## src/rtl/gate_seq.sv

```systemverilog
// gate_seq: steps through a gate list and evaluates one gate at a time.
// For each gate it fetches the input labels from the label controller,
// optionally runs the AND evaluator, and writes the output label back.
//
// Ports
//   clk, rst                 clock; synchronous active-high reset
//   start, gate_count        begin a run of gate_count gates
//   gate_addr, gate_rd_en    gate list read port (data back one cycle later)
//   gate_data                {type, in1, in2, out}
//   wire_id_read, id_1_strobe, id_2_strobe, gate_type,
//   wire_id_write, store_strobe, label_store      requests to label controller
//   lc_done, lc_label, lc_point                   label controller responses
//   and_req, and_plaintext, and_point, and_gate_idx  AND evaluator request
//   and_valid, and_result                         AND evaluator response
//   busy, done, err          status (done is a one-cycle pulse, err sticky)
//
// Build option: GATE_SEQ_WDT_EN adds a wait-state watchdog that parks the
// block in FAULT with err=1. Without it err is tied low and waits are unbounded.
//
// state    | meaning
// IDLE     | waiting for start
// RD_GATE  | read port strobed at the current index
// LATCH    | gate descriptor registered
// ISSUE_1  | fetch label of in1
// WAIT_1   | wait for lc_done of in1 fetch
// ISSUE_2  | fetch label of in2
// WAIT_2   | wait for lc_done of in2 fetch
// AND_REQ  | request AND evaluation
// AND_WAIT | wait for and_valid
// ISSUE_ST | store the output label
// WAIT_ST  | wait for lc_done of the store
// NEXT     | advance index, finish when all gates are done
// FAULT    | watchdog expired, left only by rst

module gate_seq (
  input  logic         clk,
  input  logic         rst,
  input  logic         start,
  input  logic [12:0]  gate_count,
  output logic [12:0]  gate_addr,
  output logic         gate_rd_en,
  input  logic [40:0]  gate_data,
  output logic [12:0]  wire_id_read,
  output logic         id_1_strobe,
  output logic         id_2_strobe,
  output logic [1:0]   gate_type,
  output logic [12:0]  wire_id_write,
  output logic         store_strobe,
  output logic [127:0] label_store,
  input  logic         lc_done,
  input  logic [127:0] lc_label,
  input  logic [1:0]   lc_point,
  output logic         and_req,
  output logic [127:0] and_plaintext,
  output logic [1:0]   and_point,
  output logic [12:0]  and_gate_idx,
  input  logic         and_valid,
  input  logic [127:0] and_result,
  output logic         busy,
  output logic         done,
  output logic         err
);

  typedef enum logic [3:0] {
    IDLE, RD_GATE, LATCH, ISSUE_1, WAIT_1, ISSUE_2, WAIT_2,
    AND_REQ, AND_WAIT, ISSUE_ST, WAIT_ST, NEXT, FAULT
  } state_t;

  localparam logic [1:0] T_AND = 2'd0;

  state_t      state, state_n;
  logic [12:0] idx, cnt;
  logic [12:0] g_in1, g_in2, g_out;
  logic [1:0]  g_type;
  logic        last;

  // widened compare so gate_count=8191 terminates without index wrap
  assign last = ({1'b0, idx} + 14'd1) == {1'b0, cnt};

`ifdef GATE_SEQ_WDT_EN
  logic [7:0] wdt;
  logic       err_q;
  logic       in_wait;
  logic       wdt_tc;

  assign in_wait = (state == WAIT_1) || (state == WAIT_2) ||
                   (state == AND_WAIT) || (state == WAIT_ST);
  // down-counter from 255: terminal count after 255 cycles in one wait state
  assign wdt_tc  = in_wait && (wdt == 8'd0);

  always_ff @(posedge clk) begin
    if (rst) begin
      wdt   <= 8'hFF;
      err_q <= 1'b0;
    end else begin
      if (state_n != state)
        wdt <= 8'hFF;
      else if (in_wait && wdt != 8'd0)
        wdt <= wdt - 8'd1;
      if (wdt_tc)
        err_q <= 1'b1;
    end
  end

  assign err = err_q;
`else
  assign err = 1'b0;
`endif

  always_ff @(posedge clk) begin
    if (rst) state <= IDLE;
    else     state <= state_n;
  end

  always_comb begin
    state_n = state;
    case (state)
      IDLE:     if (start && gate_count != 13'd0) state_n = RD_GATE;
      RD_GATE:  state_n = LATCH;
      LATCH:    state_n = ISSUE_1;
      ISSUE_1:  state_n = WAIT_1;
      WAIT_1:   if (lc_done) state_n = g_type[1] ? ISSUE_ST : ISSUE_2;
      ISSUE_2:  state_n = WAIT_2;
      WAIT_2:   if (lc_done) state_n = (g_type == T_AND) ? AND_REQ : ISSUE_ST;
      AND_REQ:  state_n = AND_WAIT;
      AND_WAIT: if (and_valid) state_n = ISSUE_ST;
      ISSUE_ST: state_n = WAIT_ST;
      WAIT_ST:  if (lc_done) state_n = NEXT;
      NEXT:     state_n = last ? IDLE : RD_GATE;
      FAULT:    state_n = FAULT;
      default:  state_n = IDLE;
    endcase
`ifdef GATE_SEQ_WDT_EN
    if (wdt_tc) state_n = FAULT;
`endif
  end

  always_ff @(posedge clk) begin
    if (rst) begin
      idx           <= '0;
      cnt           <= '0;
      g_type        <= '0;
      g_in1         <= '0;
      g_in2         <= '0;
      g_out         <= '0;
      label_store   <= '0;
      and_plaintext <= '0;
      and_point     <= '0;
      busy          <= 1'b0;
      done          <= 1'b0;
    end else begin
      done <= 1'b0;
      case (state)
        IDLE: if (start) begin
          idx  <= '0;
          cnt  <= gate_count;
          busy <= (gate_count != 13'd0);
          done <= (gate_count == 13'd0);
        end
        LATCH: {g_type, g_in1, g_in2, g_out} <= gate_data;
        WAIT_1: if (lc_done && g_type[1]) label_store <= lc_label;
        WAIT_2: if (lc_done) begin
          if (g_type == T_AND) begin
            and_plaintext <= lc_label;
            and_point     <= lc_point;
          end else begin
            label_store <= lc_label;
          end
        end
        AND_WAIT: if (and_valid) label_store <= and_result;
        NEXT: begin
          idx <= idx + 13'd1;
          if (last) begin
            done <= 1'b1;
            busy <= 1'b0;
          end
        end
        default: ;
      endcase
      if (state_n == FAULT) busy <= 1'b0;
    end
  end

  always_comb begin
    gate_rd_en    = (state == RD_GATE);
    gate_addr     = idx;
    id_1_strobe   = (state == ISSUE_1);
    id_2_strobe   = (state == ISSUE_2);
    store_strobe  = (state == ISSUE_ST);
    and_req       = (state == AND_REQ);
    and_gate_idx  = idx;
    gate_type     = g_type;
    wire_id_write = g_out;
    wire_id_read  = ((state == ISSUE_2) || (state == WAIT_2)) ? g_in2 : g_in1;
  end

endmodule

```

## config.mk

```make
export PLATFORM = sky130hd
export DESIGN_NAME = gate_seq
export DESIGN_NICKNAME = d
export VERILOG_FILES = /design/src/rtl/gate_seq.sv
export SDC_FILE = /design/constraint.sdc
export NUM_CORES = 1
export LEC_CHECK = 0
export ABC_AREA = 1
export ABC_CLOCK_PERIOD_IN_PS = 3000
export CORE_AREA = 2 2 248 250
export DETAILED_ROUTE_END_ITERATION = 8
export DIE_AREA = 0 0 250 252
export SYNTH_ARGS = -nofsm -noshare
export SYNTH_HDL_FRONTEND = slang
export SYNTH_SLANG_ARGS = --single-unit
```

## constraint.sdc

```tcl
create_clock -name clk -period 3 [get_ports clk]
set_clock_uncertainty 0.2 [all_clocks]
set_input_delay 0.6 -clock clk [delete_from_list [all_inputs] [get_ports clk]]
set_output_delay 0.6 -clock clk [all_outputs]
set_load 0.01 [all_outputs]
```

# Word level (Yosys, flattened, before mapping)
# Cells that the tools add are included.
# totals
word_cells,72
inputBits,317
regBits,331
out_inout_bits,320
# op_classes
muxes,23
eq_ne,20
add_sub_neg,2
reduce_logical,15
# ops
cell,n
128-bit two-way mux,4
128-bit one-hot mux with 3 select lines,1
4-bit one-hot mux with 13 select lines,1
4-bit two-way mux,7
13-bit two-way mux,2
13-bit one-hot mux with 2 select lines,1
4-bit equality test (second input constant),6
4-bit by 3-bit equality test with 1-bit output (second input constant),4
13-bit by 1-bit adder with 14-bit output (second input constant),1
14-bit by 13-bit equality test with 1-bit output,1
13-bit by 1-bit adder with 13-bit output (second input constant),1
13-bit logical NOT,1
13-bit nonzero test,1
2-bit != test (second input constant),6
4-bit by 2-bit equality test with 1-bit output (second input constant),2
3-bit AND reduction,2
1-bit two-way mux,5
5-bit AND reduction,1
4-bit by 1-bit equality test with 1-bit output (second input constant),1
4-bit logical NOT,1
1-bit one-hot mux with 2 select lines,2
2-bit AND reduction,2
3-bit nonzero test,1
1-bit logical AND,2
other kinds (4),4

# Longest topological paths before layout
# logic_depth
ltp_word,6
ltp_mapped,15
depth_no_buf,15

# Worst setup path before layout
# OpenSTA, ideal clock, no wires.
# synth_timing
path_type,register to output
startpoint,register state[2]
endpoint,output wire_id_read[10]
arrival_ns,1.474
path_stages_with_launch,8
slack_ns,0.726
path_buffers,1
required_ns,2.200
cell_sequence,dfxtp_1 > inv_2 > nor2_2 > inv_2 > a21oi_1 > clkbuf_1 > nand2_1 > o21ai_0
# synth_between
elab_chain_len,3
elab_cells_between_ends,4
classes_between,eq/ne (2); mux (1); reduce/logical (1)
# synth_lines
element,line_no,source
"start, declared",71,"state_t state, state_n;"
"start signal, assigned",112,else state <= state_n;
4-bit by 3-bit equality test with 1-bit output,194,wire_id_read = ((state == ISSUE_2) || (state == WAIT_2)) ? g_in2 : g_in1;
1-bit logical OR *,194,
13-bit two-way mux *,194,
"end, declared",43,"output logic [12:0] wire_id_read,"
# Every way passes the cells marked *; elsewhere a longest branch is shown, timed or not.

# Final worst setup path
# layout_timing
startpoint,register state[3]
endpoint,output store_strobe
# layout_between
elab_chain_len,1
# layout_lines
element,line_no,source
4-bit equality test,189,store_strobe = (state == ISSUE_ST);
"end, declared",48,"output logic store_strobe,"
# Every way passes these cells.

==> results.json <==
{
  "post-synth-top-area-cell": "dfxtp_1",
  "cts_tree": "yes",
  "die-area_um2": 63000,
  "yosysUniqueCellTypes": 33,
  "fp-row-count": 90,
  "clk_pin_slew_ns": 0.06,
  "power.density_nw_per_um2": 516,
  "viasPerCell": 4.77,
  "antenna_found_initial": 2,
  "synth_top_area_share_pct": 46.1,
  "worstPathRequired_ns": 2.20,
  "finalNonFillerCells": 3198,
  "drt-total-wl_um": 61300,
  "dp.cells": 3126,
  "hp-start": "rst",
  "drc": 0,
  "cp-start-kind": "flip-flop",
  "drv_slew": 0,
  "final_cell_area_um2": 22700,
  "fin_crit_ns": 2.88,
  "min_delay_path_depth": 2,
  "insertion_delay_ns": 0.54,
  "r2r-start": "state[3]$_SDFF_PP0_",
  "hold-path-endpoint": "and_gate_idx[12]$_SDFFE_PP0P_",
  "dr.pass1.iters": 6,
  "period_share_pct": 96.1,
  "yosysWarningCount": 0,
  "worstSetupPathType": "flip-flop to output pin",
  "status": "finished, final reports clean",
  "mostFrequentLayoutCells": "clkdlybuf4s50_1 (621), dfxtp_1 (328), inv_1 (310)",
  "slowest_delay_ns": 0.56,
  "postRouteAntennaNets": 0,
  "wire_per_inst_um": 19.2,
  "clock_path_buffers": 3,
  "max_cap_viol_count": 0,
  "synth_area_leaders": "dfxtp_1 (46%), a21oi_1 (11%), inv_1 (8.1%), a311oi_1 (7.8%), a211oi_1 (6.7%)",
  "fin_nets": 2704,
  "setup_tns_ns": 0,
  "leakage_nw": 8.39,
  "cts_sinks": 331,
  "slew_headroom_pct": 54.2,
  "layout-drive-gt1-share_pct": 5.51,
  "coreArea_um2": 60100,
  "cts_max_level": 2,
  "ys_seq_area_share_pct": 46.1,
  "grt.total_usage_pct": 18.3,
  "synth-edff-count": 0,
  "initial_utilization_pct": 23.9,
  "root_buffer": "clkbuf_16",
  "grt_max_degree": 130,
  "dp_hpwl_um": 44700,
  "ys_ff_latch": 331,
  "die_height_um": 252,
  "clkPwrFrac_pct": 40.2,
  "regToRegEndpoint": "label_store[113]$_SDFFE_PP0P_",
  "cp_cell_sequence": "inv_1 -> nor2_4 -> inv_1 -> nor2_1 -> clkdlybuf4s50_1",
  "area_growth_pct": 57.8,
  "critPathCaptureType": "output pin",
  "max-vdd-ir-drop_mv": 0.246,
  "power.switching_w": 0.00333,
  "switching_share_pct": 28.5,
  "hold_ws_ns": 0.180,
  "reg2regPathDepth": 8,
  "async_flop_share_pct": 0,
  "overflow": 0,
  "slowest_stage": "clkdlybuf4s50_1",
  "multi_input_area_um2": 5730,
  "holdBufCountCts": 0,
  "final_common_cell": "clkdlybuf4s50_1",
  "rrSetupSlack_ns": 0.49,
  "hold_viol": 0,
  "syn_nets": 2153,
  "intPower_w": 0.00836,
  "nFillCells": 6141,
  "vias": 15300,
  "die_x_um": 250,
  "hold_path.class": "input pin to flip-flop",
  "seq_area_um2": 6630,
  "rsz0062_at_grt": "no",
  "p_comb_share_pct": 18.8,
  "p_seq_share_pct": 41.0,
  "max_freq_mhz": 347,
  "grt_pass1_vias": 15000,
  "boundaryPins": 637,
  "dpl_cell_area_um2": 21500,
  "crit_path_max_fanout": 5,
  "syn_inst": 1835,
  "synth_area_um2": 14400,
  "ys.flop_type": "dfxtp_1",
  "timing_worst_slew_pin_value_ns": 0.687,
  "critPathMostFrequentCell": "inv_1",
  "numPortBuffers": 635,
  "syn_avg_cell_area_um2": 7.83,
  "grt_pass1_wl_um": 90500,
  "cts_buffers": 40,
  "critical_path_arrival_ns": 2.08,
  "place_congestion": 0.902,
  "dr.first_iter.drc_count": 865,
  "setup_viol": 0
}
## metrics by stage
step           utilization, %  setup slack (ns)  power [W]
2_1_floorplan               -             0.726    0.00586
3_3_place_gp             35.7            0.0875    0.00707
3_5_place_dp             35.7            0.0180    0.00710
4_1_cts                  37.7            0.0957     0.0119
5_1_grt                  37.7           0.00639     0.0122
6_report                 37.7             0.116     0.0117
## sequential cells by signal, indices dropped and copies added (netlist names)
name           flops
g_in2             13
done               1
cnt               13
and_plaintext    128
gate_type          2
and_point          2
and_gate_idx      13
g_in1             13
busy               1
state              4
wire_id_write     13
label_store      128
## per-layer routing
metal  GRT usage, %  routed length [µm]  share of wire (%)  up-vias
li1               -                   -                  -     7441
met1           22.3               25600                 42     7131
met2           31.6               29300                 48      601
met3           5.24                4780                7.8       92
met4           5.01                1570                2.6        0
met5              0                   0                  0        -
## critical path, delay by kind of cell (launching register included)
kind,cells,cell delay [ns]
flip-flops,1,0.42
buffers and inverters,3,0.79
AND/OR/NAND/NOR,2,0.34
## power by group through the flow
stage	logic, W	registers (W)	clock network, W
3_5_place_dp	0.00222	0.00488	0
6_report	0.00220	0.00479	0.00470
2_1_floorplan	0.000931	0.00493	0
4_1_cts	0.00221	0.00479	0.00486
5_1_grt	0.00238	0.00482	0.00502
3_3_place_gp	0.00219	0.00488	0
## cells by family (layout without fill, tap and decap cells)
kind of cell / Yosys count / count (layout) / synth area share (%)
AO/OA/AOI/OAI: 766 / 766 / 32.3
buffers and inverters: 491 / 1071 / 14.2
flip-flops: 331 / 331 / 46.1
AND/OR/NAND/NOR: 240 / 240 / 6.97
XOR/XNOR: 5 / 5 / 0.305
adder cells (fa/ha/maj): 1 / 1 / 0.0870
other: 1 / 2 / 0.0261
## final cells by class
type	instances	area share, %
sequential	331	29.2
multi-input combinational	1013	25.3
clock inverter	15	0.535
antenna	1	0.0110
timing repair buffer	685	30.4
inverter	315	5.22
tap	782	4.31
clock buffer	56	4.99
## what timing repair did
| action | CTS | global route |
|---|---|---|
| resized for setup | 17 | 15 |
| endpoints found under the hold margin | 0 | 0 |
| pin swaps | 0 | 1 |
| buffers inserted | 0 | 0 |
| endpoints found under the setup margin | 13 | 7 |
## how the worst max path moves through the flow
stage | slack (ns) | endpoint | startpoint
finish | 0.12 | store_strobe | state[3]$_SDFF_PP0_
CTS | 0.1 | wire_id_read[2] | state[1]$_SDFF_PP0_
global placement | 0.09 | and_plaintext[45]$_SDFFE_PP0P_ | lc_done
floorplan | 0.73 | wire_id_read[10] | state[2]$_SDFF_PP0_
global route | 0.006 | wire_id_read[11] | state[1]$_SDFF_PP0_
detailed placement | 0.02 | label_store[113]$_SDFFE_PP0P_ | lc_done
## cells in the mapped netlist, drive strengths merged, types with 3 or more instances
cell,n
a311oi,128
a21oi,304
nor2,101
nand3,24
nand4,7
xor2,4
a211oi,128
nor3,3
nor4,3
inv,314
nand2,98
buf,70
o21ai,201
clkbuf,106
dfxtp,331
(Power assumes the default switching activity.)
